==> src/rtl/seg_scan_pkg.sv <==
// seg_scan_pkg: shared definitions for the multiplexed 7-segment scan controller.
//   BLANK       : nibble value that drives a dark digit
//   upd_state_e : update FSM state encoding (IDLE -> CONV -> COMMIT)
//   seg_encode  : nibble to active-high segment byte (bit0=a .. bit6=g, bit7=dp=0)
//   max_dec     : 10^fd - 1, the largest value a field of fd digits can display
package seg_scan_pkg;

    localparam logic [3:0] BLANK = 4'hF;

    typedef enum logic [1:0] {
        ST_IDLE   = 2'd0,
        ST_CONV   = 2'd1,
        ST_COMMIT = 2'd2
    } upd_state_e;

    function automatic logic [7:0] seg_encode(input logic [3:0] nib);
        logic [7:0] seg;
        case (nib)
            4'd0:    seg = 8'h3F;
            4'd1:    seg = 8'h06;
            4'd2:    seg = 8'h5B;
            4'd3:    seg = 8'h4F;
            4'd4:    seg = 8'h66;
            4'd5:    seg = 8'h6D;
            4'd6:    seg = 8'h7D;
            4'd7:    seg = 8'h07;
            4'd8:    seg = 8'h7F;
            4'd9:    seg = 8'h6F;
            default: seg = 8'h00;
        endcase
        return seg;
    endfunction

    // Up to 8 digits, so 10^8 - 1 still fits in 32 bits.
    function automatic logic [31:0] max_dec(input int fd);
        logic [31:0] m;
        m = 32'd1;
        for (int i = 0; i < fd; i++) begin
            m = m * 32'd10;
        end
        return m - 32'd1;
    endfunction

endpackage

==> src/rtl/seg_bcd_conv.sv <==
// seg_bcd_conv: sequential saturating binary-to-BCD converter (double dabble).
// A start pulse loads the (clamped) value; one bit is shifted per cycle for
// exactly VAL_W cycles. done_o is high during the cycle that performs the final
// shift, so bcd_o holds the finished result from the following cycle until the
// next start.
//   clk, rst_n : clock, asynchronous active-low reset
//   start_i    : load value_i and begin conversion (ignored-safe while busy)
//   value_i    : unsigned binary input
//   done_o     : last shift happens this cycle
//   bcd_o      : FD packed BCD digits, LSD in bits [3:0]
module seg_bcd_conv
    import seg_scan_pkg::*;
#(
    parameter int VAL_W = 16,
    parameter int FD    = 4
) (
    input  logic             clk,
    input  logic             rst_n,
    input  logic             start_i,
    input  logic [VAL_W-1:0] value_i,
    output logic             done_o,
    output logic [4*FD-1:0]  bcd_o
);

    localparam int SRW = VAL_W + 4 * FD;
    localparam int CW  = $clog2(VAL_W + 1);
    localparam logic [31:0]   MAX_DEC = max_dec(FD);
    localparam logic [CW-1:0] LAST    = CW'(VAL_W - 1);

    logic [SRW-1:0]   sr_q, sr_d;
    logic [CW-1:0]    cnt_q, cnt_d;
    logic             busy_q, busy_d;
    logic [VAL_W-1:0] sat_value;
    logic [SRW-1:0]   adj;

    // Clamp to all 9s so the BCD field never overflows.
    always_comb begin
        sat_value = value_i;
        if (32'(value_i) > MAX_DEC) begin
            sat_value = MAX_DEC[VAL_W-1:0];
        end
    end

    // Add-3 correction on every BCD nibble that is 5 or more, before the shift.
    always_comb begin
        adj = sr_q;
        for (int i = 0; i < FD; i++) begin
            if (sr_q[VAL_W+4*i +: 4] >= 4'd5) begin
                adj[VAL_W+4*i +: 4] = sr_q[VAL_W+4*i +: 4] + 4'd3;
            end
        end
    end

    always_comb begin
        sr_d   = sr_q;
        cnt_d  = cnt_q;
        busy_d = busy_q;
        if (start_i) begin
            sr_d   = {{(4*FD){1'b0}}, sat_value};
            cnt_d  = '0;
            busy_d = 1'b1;
        end else if (busy_q) begin
            sr_d  = {adj[SRW-2:0], 1'b0};
            cnt_d = cnt_q + 1'b1;
            if (cnt_q == LAST) begin
                busy_d = 1'b0;
            end
        end
    end

    always_ff @(posedge clk or negedge rst_n) begin
        if (!rst_n) begin
            sr_q   <= '0;
            cnt_q  <= '0;
            busy_q <= 1'b0;
        end else begin
            sr_q   <= sr_d;
            cnt_q  <= cnt_d;
            busy_q <= busy_d;
        end
    end

    assign done_o = busy_q && (cnt_q == LAST);
    assign bcd_o  = sr_q[SRW-1 -: 4*FD];

endmodule

==> src/rtl/seg_scan_ctrl.sv <==
// seg_scan_ctrl: N-digit multiplexed 7-segment scan controller.
// Owners write binary values into fields through a valid/ready port; each value
// is saturated, converted to BCD, optionally leading-zero blanked and written
// atomically into the field's digit registers. Digits are scanned onto shared
// segment / common lines with a one-cycle ghost blank after each scan step.
//
// Handshake: an update is taken on a rising clk edge where upd_valid && upd_ready.
// upd_ready is low from that edge until the field write has completed; a
// request presented while upd_ready is low is dropped, not queued.
//
// Build option: define SEG_SCAN_BLINK_EN to add the blink phase register and
// per-field blink flags. Without it tick_blink and upd_blink are ignored.
//
// Ports:
//   clk, rst_n  : clock, asynchronous active-low reset
//   tick_scan   : strobe, advance scan position
//   tick_blink  : strobe, toggle blink phase
//   upd_valid / upd_ready / upd_field / upd_value / upd_lzb / upd_blink : update port
//   seg_data    : active-high segments (dp always 0)
//   seg_com     : active-low digit commons
//   dbg_state   : current update FSM state
module seg_scan_ctrl
    import seg_scan_pkg::*;
#(
    parameter int DIGITS = 8,
    parameter int FIELDS = 2,
    parameter int VAL_W  = 16,
    parameter int FW     = (FIELDS > 1) ? $clog2(FIELDS) : 1
) (
    input  logic              clk,
    input  logic              rst_n,
    input  logic              tick_scan,
    input  logic              tick_blink,
    input  logic              upd_valid,
    output logic              upd_ready,
    input  logic [FW-1:0]     upd_field,
    input  logic [VAL_W-1:0]  upd_value,
    input  logic              upd_lzb,
    input  logic              upd_blink,
    output logic [7:0]        seg_data,
    output logic [DIGITS-1:0] seg_com,
    output logic [1:0]        dbg_state
);

    localparam int FD = DIGITS / FIELDS;
    localparam int SW = $clog2(DIGITS);

    upd_state_e state_q, state_d;
    logic       rdy_q;
    logic       accept;
    logic       conv_start;
    logic       conv_done;
    logic [4*FD-1:0] conv_bcd;
    logic [FW-1:0]   fld_q;
    logic            lzb_q;

    logic [3:0] digit_q [DIGITS];
    logic [3:0] digit_d [DIGITS];
    logic [3:0] nib     [FD];
    logic       blank_run;

    logic [SW-1:0]     scan_idx_q, scan_idx_d;
    logic [7:0]        seg_data_q, seg_data_d;
    logic [DIGITS-1:0] seg_com_q, seg_com_d;
    logic [3:0]        cur_nib;
    logic              cur_dark;

    // ------------------------------------------------------------------
    // Update FSM
    // ------------------------------------------------------------------
    // rdy_q is registered so upd_ready stays low throughout reset.
    assign accept = (state_q == ST_IDLE) && rdy_q && upd_valid;

    always_comb begin
        state_d    = state_q;
        conv_start = 1'b0;
        case (state_q)
            ST_IDLE: begin
                if (accept) begin
                    conv_start = 1'b1;
                    state_d    = ST_CONV;
                end
            end
            ST_CONV: begin
                if (conv_done) begin
                    state_d = ST_COMMIT;
                end
            end
            ST_COMMIT: state_d = ST_IDLE;
            default:   state_d = ST_IDLE;
        endcase
    end

    always_ff @(posedge clk or negedge rst_n) begin
        if (!rst_n) begin
            state_q <= ST_IDLE;
            rdy_q   <= 1'b0;
            fld_q   <= '0;
            lzb_q   <= 1'b0;
        end else begin
            state_q <= state_d;
            rdy_q   <= (state_d == ST_IDLE);
            if (accept) begin
                fld_q <= upd_field;
                lzb_q <= upd_lzb;
            end
        end
    end

    assign upd_ready = rdy_q;
    assign dbg_state = state_q;

    seg_bcd_conv #(
        .VAL_W(VAL_W),
        .FD   (FD)
    ) u_conv (
        .clk    (clk),
        .rst_n  (rst_n),
        .start_i(conv_start),
        .value_i(upd_value),
        .done_o (conv_done),
        .bcd_o  (conv_bcd)
    );

    // ------------------------------------------------------------------
    // Leading-zero blanking: walk from the MSD down, blanking zeros until
    // the first nonzero digit. The LSD always stays visible.
    // ------------------------------------------------------------------
    always_comb begin
        blank_run = lzb_q;
        for (int k = FD - 1; k >= 0; k--) begin
            nib[k] = conv_bcd[4*k +: 4];
            if ((k != 0) && blank_run && (nib[k] == 4'd0)) begin
                nib[k] = BLANK;
            end else begin
                blank_run = 1'b0;
            end
        end
    end

    // All FD digits of the target field are written in the single COMMIT cycle.
    always_comb begin
        for (int d = 0; d < DIGITS; d++) begin
            digit_d[d] = digit_q[d];
            if ((state_q == ST_COMMIT) && (int'(fld_q) == d / FD)) begin
                digit_d[d] = nib[d % FD];
            end
        end
    end

    always_ff @(posedge clk or negedge rst_n) begin
        if (!rst_n) begin
            for (int d = 0; d < DIGITS; d++) begin
                digit_q[d] <= BLANK;
            end
        end else begin
            for (int d = 0; d < DIGITS; d++) begin
                digit_q[d] <= digit_d[d];
            end
        end
    end

    // ------------------------------------------------------------------
    // Blink option
    // ------------------------------------------------------------------
`ifdef SEG_SCAN_BLINK_EN
    logic              phase_q;
    logic              blink_flag_q;
    logic [FIELDS-1:0] blink_q;

    always_ff @(posedge clk or negedge rst_n) begin
        if (!rst_n) begin
            phase_q      <= 1'b0;
            blink_flag_q <= 1'b0;
            blink_q      <= '0;
        end else begin
            if (tick_blink) begin
                phase_q <= ~phase_q;
            end
            if (accept) begin
                blink_flag_q <= upd_blink;
            end
            if (state_q == ST_COMMIT) begin
                for (int f = 0; f < FIELDS; f++) begin
                    if (int'(fld_q) == f) begin
                        blink_q[f] <= blink_flag_q;
                    end
                end
            end
        end
    end

    always_comb begin
        cur_dark = 1'b0;
        for (int f = 0; f < FIELDS; f++) begin
            if ((int'(scan_idx_q) / FD == f) && blink_q[f] && phase_q) begin
                cur_dark = 1'b1;
            end
        end
    end
`else
    logic unused_blink;
    assign unused_blink = tick_blink ^ upd_blink;
    assign cur_dark     = 1'b0;
`endif

    // ------------------------------------------------------------------
    // Scan and registered outputs
    // ------------------------------------------------------------------
    always_comb begin
        scan_idx_d = scan_idx_q;
        if (tick_scan) begin
            scan_idx_d = (scan_idx_q == SW'(DIGITS - 1)) ? '0 : scan_idx_q + 1'b1;
        end
    end

    assign cur_nib = digit_q[scan_idx_q];

    // The edge that takes tick_scan registers an all-dark frame (ghost blank);
    // the next edge shows the digit at the new scan position.
    always_comb begin
        seg_com_d  = ~(DIGITS'(1) << scan_idx_q);
        seg_data_d = cur_dark ? 8'h00 : seg_encode(cur_nib);
        if (tick_scan) begin
            seg_com_d  = '1;
            seg_data_d = 8'h00;
        end
    end

    always_ff @(posedge clk or negedge rst_n) begin
        if (!rst_n) begin
            scan_idx_q <= '0;
            seg_data_q <= 8'h00;
            seg_com_q  <= '1;
        end else begin
            scan_idx_q <= scan_idx_d;
            seg_data_q <= seg_data_d;
            seg_com_q  <= seg_com_d;
        end
    end

    assign seg_data = seg_data_q;
    assign seg_com  = seg_com_q;

endmodule

==> config.mk <==
export PLATFORM = sky130hd
export DESIGN_NAME = seg_scan_ctrl
export DESIGN_NICKNAME = d
export VERILOG_FILES = /design/src/rtl/seg_scan_pkg.sv /design/src/rtl/seg_bcd_conv.sv /design/src/rtl/seg_scan_ctrl.sv
export SDC_FILE = /design/constraint.sdc
export NUM_CORES = 1
export LEC_CHECK = 0
export CAP_MARGIN = 20
export CORE_ASPECT_RATIO = 0.6
export CORE_UTILIZATION = 40
export CTS_CLUSTER_SIZE = 8
export DETAILED_ROUTE_END_ITERATION = 16
export GPL_ROUTABILITY_DRIVEN = 1
export GPL_TIMING_DRIVEN = 0
export PLACE_DENSITY = 0.64
export SKIP_LAST_GASP = 1
export SLEW_MARGIN = 10
export SYNTH_ARGS = -nofsm -noshare
export SYNTH_HDL_FRONTEND = slang
export SYNTH_HIERARCHICAL = 1
export SYNTH_SLANG_ARGS = --single-unit
==> constraint.sdc <==
create_clock -name clk -period 2.3 [get_ports clk]
set_input_delay 0.46 -clock clk [delete_from_list [all_inputs] [get_ports clk]]
set_output_delay 0.46 -clock clk [all_outputs]
set_load 0.005 [all_outputs]
==> impl.org <==
** Status
- The flow ran to the end, and the final reports show no timing, DRC or antenna violations.

** Placed design
- Post-placement cell count :: just over 600
- PortBufs :: 39
- HPWL reported at the end of detailed placement :: 7780 um
- The congestion estimate from routability-driven global placement came to 0.871.

** Layout
- For this run, the number of standard cells in the final layout without fillers is 640.
- Proportion of layout cells with a drive suffix above 1 :: 23.5%
- Area delta synth->final :: 20.8%
- Final core utilization :: 50.0%
- Antenna cells :: 0
- Number of fillers in the final layout :: ~1000
- Number of nets in the finished design :: 520

** Synthesis
- Synthesis inferred 93 register bits.
- The netlist uses 67 different library cells.
- Gate Count Post-Synth :: 421
- The most used flip-flop cell after synthesis is dfrtp_1.
- Averaged over all synthesized cells, the footprint is 11.2 sq um.
- The synthesized design devotes to its leading area cell type 28.2% of total area.
- Number of warnings printed during yosys synthesis :: 6
- Leading cell types by total area after synthesis :: dfrtp_1 28%, dfstp_2 22%, ha_1 5.6%
- In this run the cell area of the synthesized design comes to between 4000 and 5000 sq um.
- Portion of the post-synthesis area used by sequential elements :: between 50% and 60%
- In this run, synthesis inferred 0 flip-flops with an integrated enable.
- Proportion of synthesized flip-flops having asynchronous set or reset :: 100%
- Mapped Nets :: 466
- Largest area contributor in the synthesized netlist :: dfrtp_1

** Floorplan
- The initialized floorplan defines 30 standard-cell rows.
- During I/O placement, the number of pins put on the boundary was 43.
- Once the floorplan was initialized, standard cells occupied 41.4% of the core.
- The die covers 12200 sq um.
- Overall die width :: around 140 um
- In this run the standard cell core region covers 11400 sq um.
- From bottom edge to top edge, the die measures around 86 um.

** Pwr
- Maximum resistive drop on vdd :: 0.000520 V
- Leakage Power :: 0.00242 uW
- Power spread over the standard cell area amounts to 1280 nW/um^2.
- Total power of the final layout :: ~7300 uW

** Critical path
- The setup path with the least slack is of type reg2reg.
- Terminus of the critical flop-to-flop path :: seg_data[6]
- The worst setup path is launched from a flop.
- In this run the critical register-to-register path is launched from scan_idx_q[0].
- STA classifies the critical path endpoint as a flop.
- Slack of the worst reg-to-reg path :: 0.11 ns
- Measured in cells, the most critical reg-to-reg path has a length of 7.
- Worst EP arrival :: 2.45 ns
- Critical path data required time :: 2.56 ns
- Along the worst path, the maximum fanout reaches 10.

** Global route
- All-Layer GR Usage :: approximately a fifth
- The via count of the first global-routing pass was 3376.
- The first global-routing pass estimated around 18000 um of wire.
- Global routing finished with a remaining overflow of 0.
- Entering global routing, the biggest net connects 66 pins.
- Antenna violations before repair :: 0

** Flow run
- Number of maximum-capacitance violations :: 0

** CTS
- CTS hold repair buffers :: 0
- H-tree levels :: 3
- The root buffer cell chosen for the clock tree is clkbuf_16.
- Clock tree synthesis inserted a total of 9 buffers.
- Source-to-sink clock delay at the later pin of the worst-skew pair :: 0.34 ns
- Counting along the longest clock path gives a buffer depth of 2.
- Reg clk slew, reported paths :: roughly 0.07 ns
- The clock drives 93 sinks.
- TritonCTS built the clock tree.

** STA
- Max-Slew Margin vs Limit :: 50.1%
- Final Hold Vio Count :: 0
- Slew of the pin with the lowest slew margin :: between 0.7 and 0.8 ns
- Period utilization :: 95.3%
- Between clock sinks in the finished design, the worst skew comes to about 0.011 ns.
- The final number of max-transition violations came to 0.
- Final critical-path required period :: 2.19 ns
- Final hold analysis gives a worst-case slack of about 0.035 ns.
- Total setup violations reported at the end of the flow :: 0
- Peak clock frequency supported by timing :: 0.456 GHz

** Detailed routing
- The detail route stage leaves a number of antenna-violating nets equal to 0.
- After detailed routing, the number of vias per cell comes to roughly 5.4.
- Routed length per placed instance :: 16.8 um
- After the first detailed-routing iteration, the DRC count stood at 168.
- Routed wire length :: between 10000 and 15000 um
- Remaining routing DRC violations :: 0
- Before antenna repair, the detailed router went through 4 iterations.
- The final route contains 3478 vias.

** Min path
- The worst hold path belongs to the class in2async.
## through the flow
step / setup TNS [ns] / instance area, sq um / setup WS (ns)
3_3_place_gp: -203.27 / 5290 / -2.56
6_report: 0 / 5680 / 0.109
2_1_floorplan: 0 / 4700 / 0.187
3_5_place_dp: -10.03 / 5320 / -0.487
5_1_grt: -0.00472 / 5680 / -0.00472
4_1_cts: 0 / 5660 / 0.0176
## logic make-up after synthesis
family	synth area share (%)
compound gates	12.5
xor+xnor	0.745
fa+ha+maj	5.59
buf+inv	3.94
flops	50.5
mux	13.5
other cells	0.0797
simple gates	13.1
## worst max path at each step
stage,cells after the start,end,slack (ns),startpoint
6_report,7,seg_data[6],0.11,scan_idx_q[0]
5_1_grt,7,seg_data[1],-0.005,scan_idx_q[0]
4_1_cts,7,seg_data[6],0.02,scan_idx_q[0]
3_5_place_dp,7,u_conv/sr_q[23],-0.49,upd_valid
3_3_place_gp,1,seg_data[2],-2.56,rst_n
2_1_floorplan,7,seg_data[0],0.19,scan_idx_q[0]
## where the power goes
group | leakage [uW] | internal [uW] | switching [uW]
Clock | 0.000152 | 926 | 616
Combinational | 0.00119 | 1410 | 1460
Sequential | 0.00107 | 2340 | 529
## flip-flops by register name, indices dropped and copies added (netlist names)
register / cells
dbg_state: 2
upd_ready: 1
lzb_q: 1
digit_q: 32
u_conv/cnt_q: 5
seg_data: 7
fld_q: 1
u_conv/busy_q: 1
seg_com: 8
scan_idx_q: 3
u_conv/sr_q: 32
## synth_stat cells, drive strengths merged, types with 4 or more instances
master	count
dfrtp	53
dfstp	40
nor2	40
nand2	31
o21ai	29
a21oi	25
inv	22
ha	21
mux2	21
mux2i	17
buf	13
mux4	8
nand3	8
clkbuf	7
o22a	7
o22ai	7
nand2b	6
nor3	6
nand4	4
nor4	4
or4	4
## layout by cell type (no fill, tap or decap), drive strengths merged, types with 3 or more instances in the layout
master / netlist / layout
o22ai: 7 / 7
inv: 22 / 22
nand3: 8 / 8
xor2: 3 / 3
nor2: 40 / 40
o31ai: 3 / 3
buf: 13 / 19
o21a: 3 / 3
a31oi: 3 / 3
nand4b: 3 / 3
nand2: 31 / 31
nor3: 6 / 6
or4: 4 / 4
o21ai: 29 / 29
nand4: 4 / 4
mux2i: 17 / 17
mux4: 8 / 8
ha: 21 / 21
nand3b: 3 / 3
dfstp: 40 / 40
nand2b: 6 / 6
dfrtp: 53 / 53
a21oi: 25 / 25
nor4: 4 / 4
clkbuf: 7 / 21
clkdlybuf4s50: 0 / 38
mux2: 21 / 21
o22a: 7 / 7
## final cells by class
class,count,area [sq um],area share (%)
flip-flops and latches,93,2380,41.8
multi-input cells,285,2160,38.0
repair buffers,44,445,7.84
clock buffers,15,310,5.46
well taps,160,200,3.52
plain buffers,19,96.3,1.70
inverters,23,86.3,1.52
clock inverters,1,7.51,0.132
## critical path: stages, from the launching register on
cell and delay, ns:
dfrtp_1 0.39, buf_6 0.19, mux4_1 0.62, mux2i_4 0.20, inv_1 0.09, ha_1 0.21
mux2_2 0.26, o21ai_1 0.15
## routing by layer
metal / track usage [%] / vias up / wire length [um]
met5: 0 / - / 0
met4: 5.47 / 0 / 107
met3: 5.30 / 9 / 586
met2: 27.4 / 78 / 4540
met1: 27.9 / 1777 / 5510
li1: - / 1614 / -
## what timing repair did
action	CTS	global route
setup endpoints to repair	14	37
setup buffers	0	4
gates resized for setup	4	3
hold endpoints to repair	0	0
Note: power is estimated with default switching activity, not from simulation.
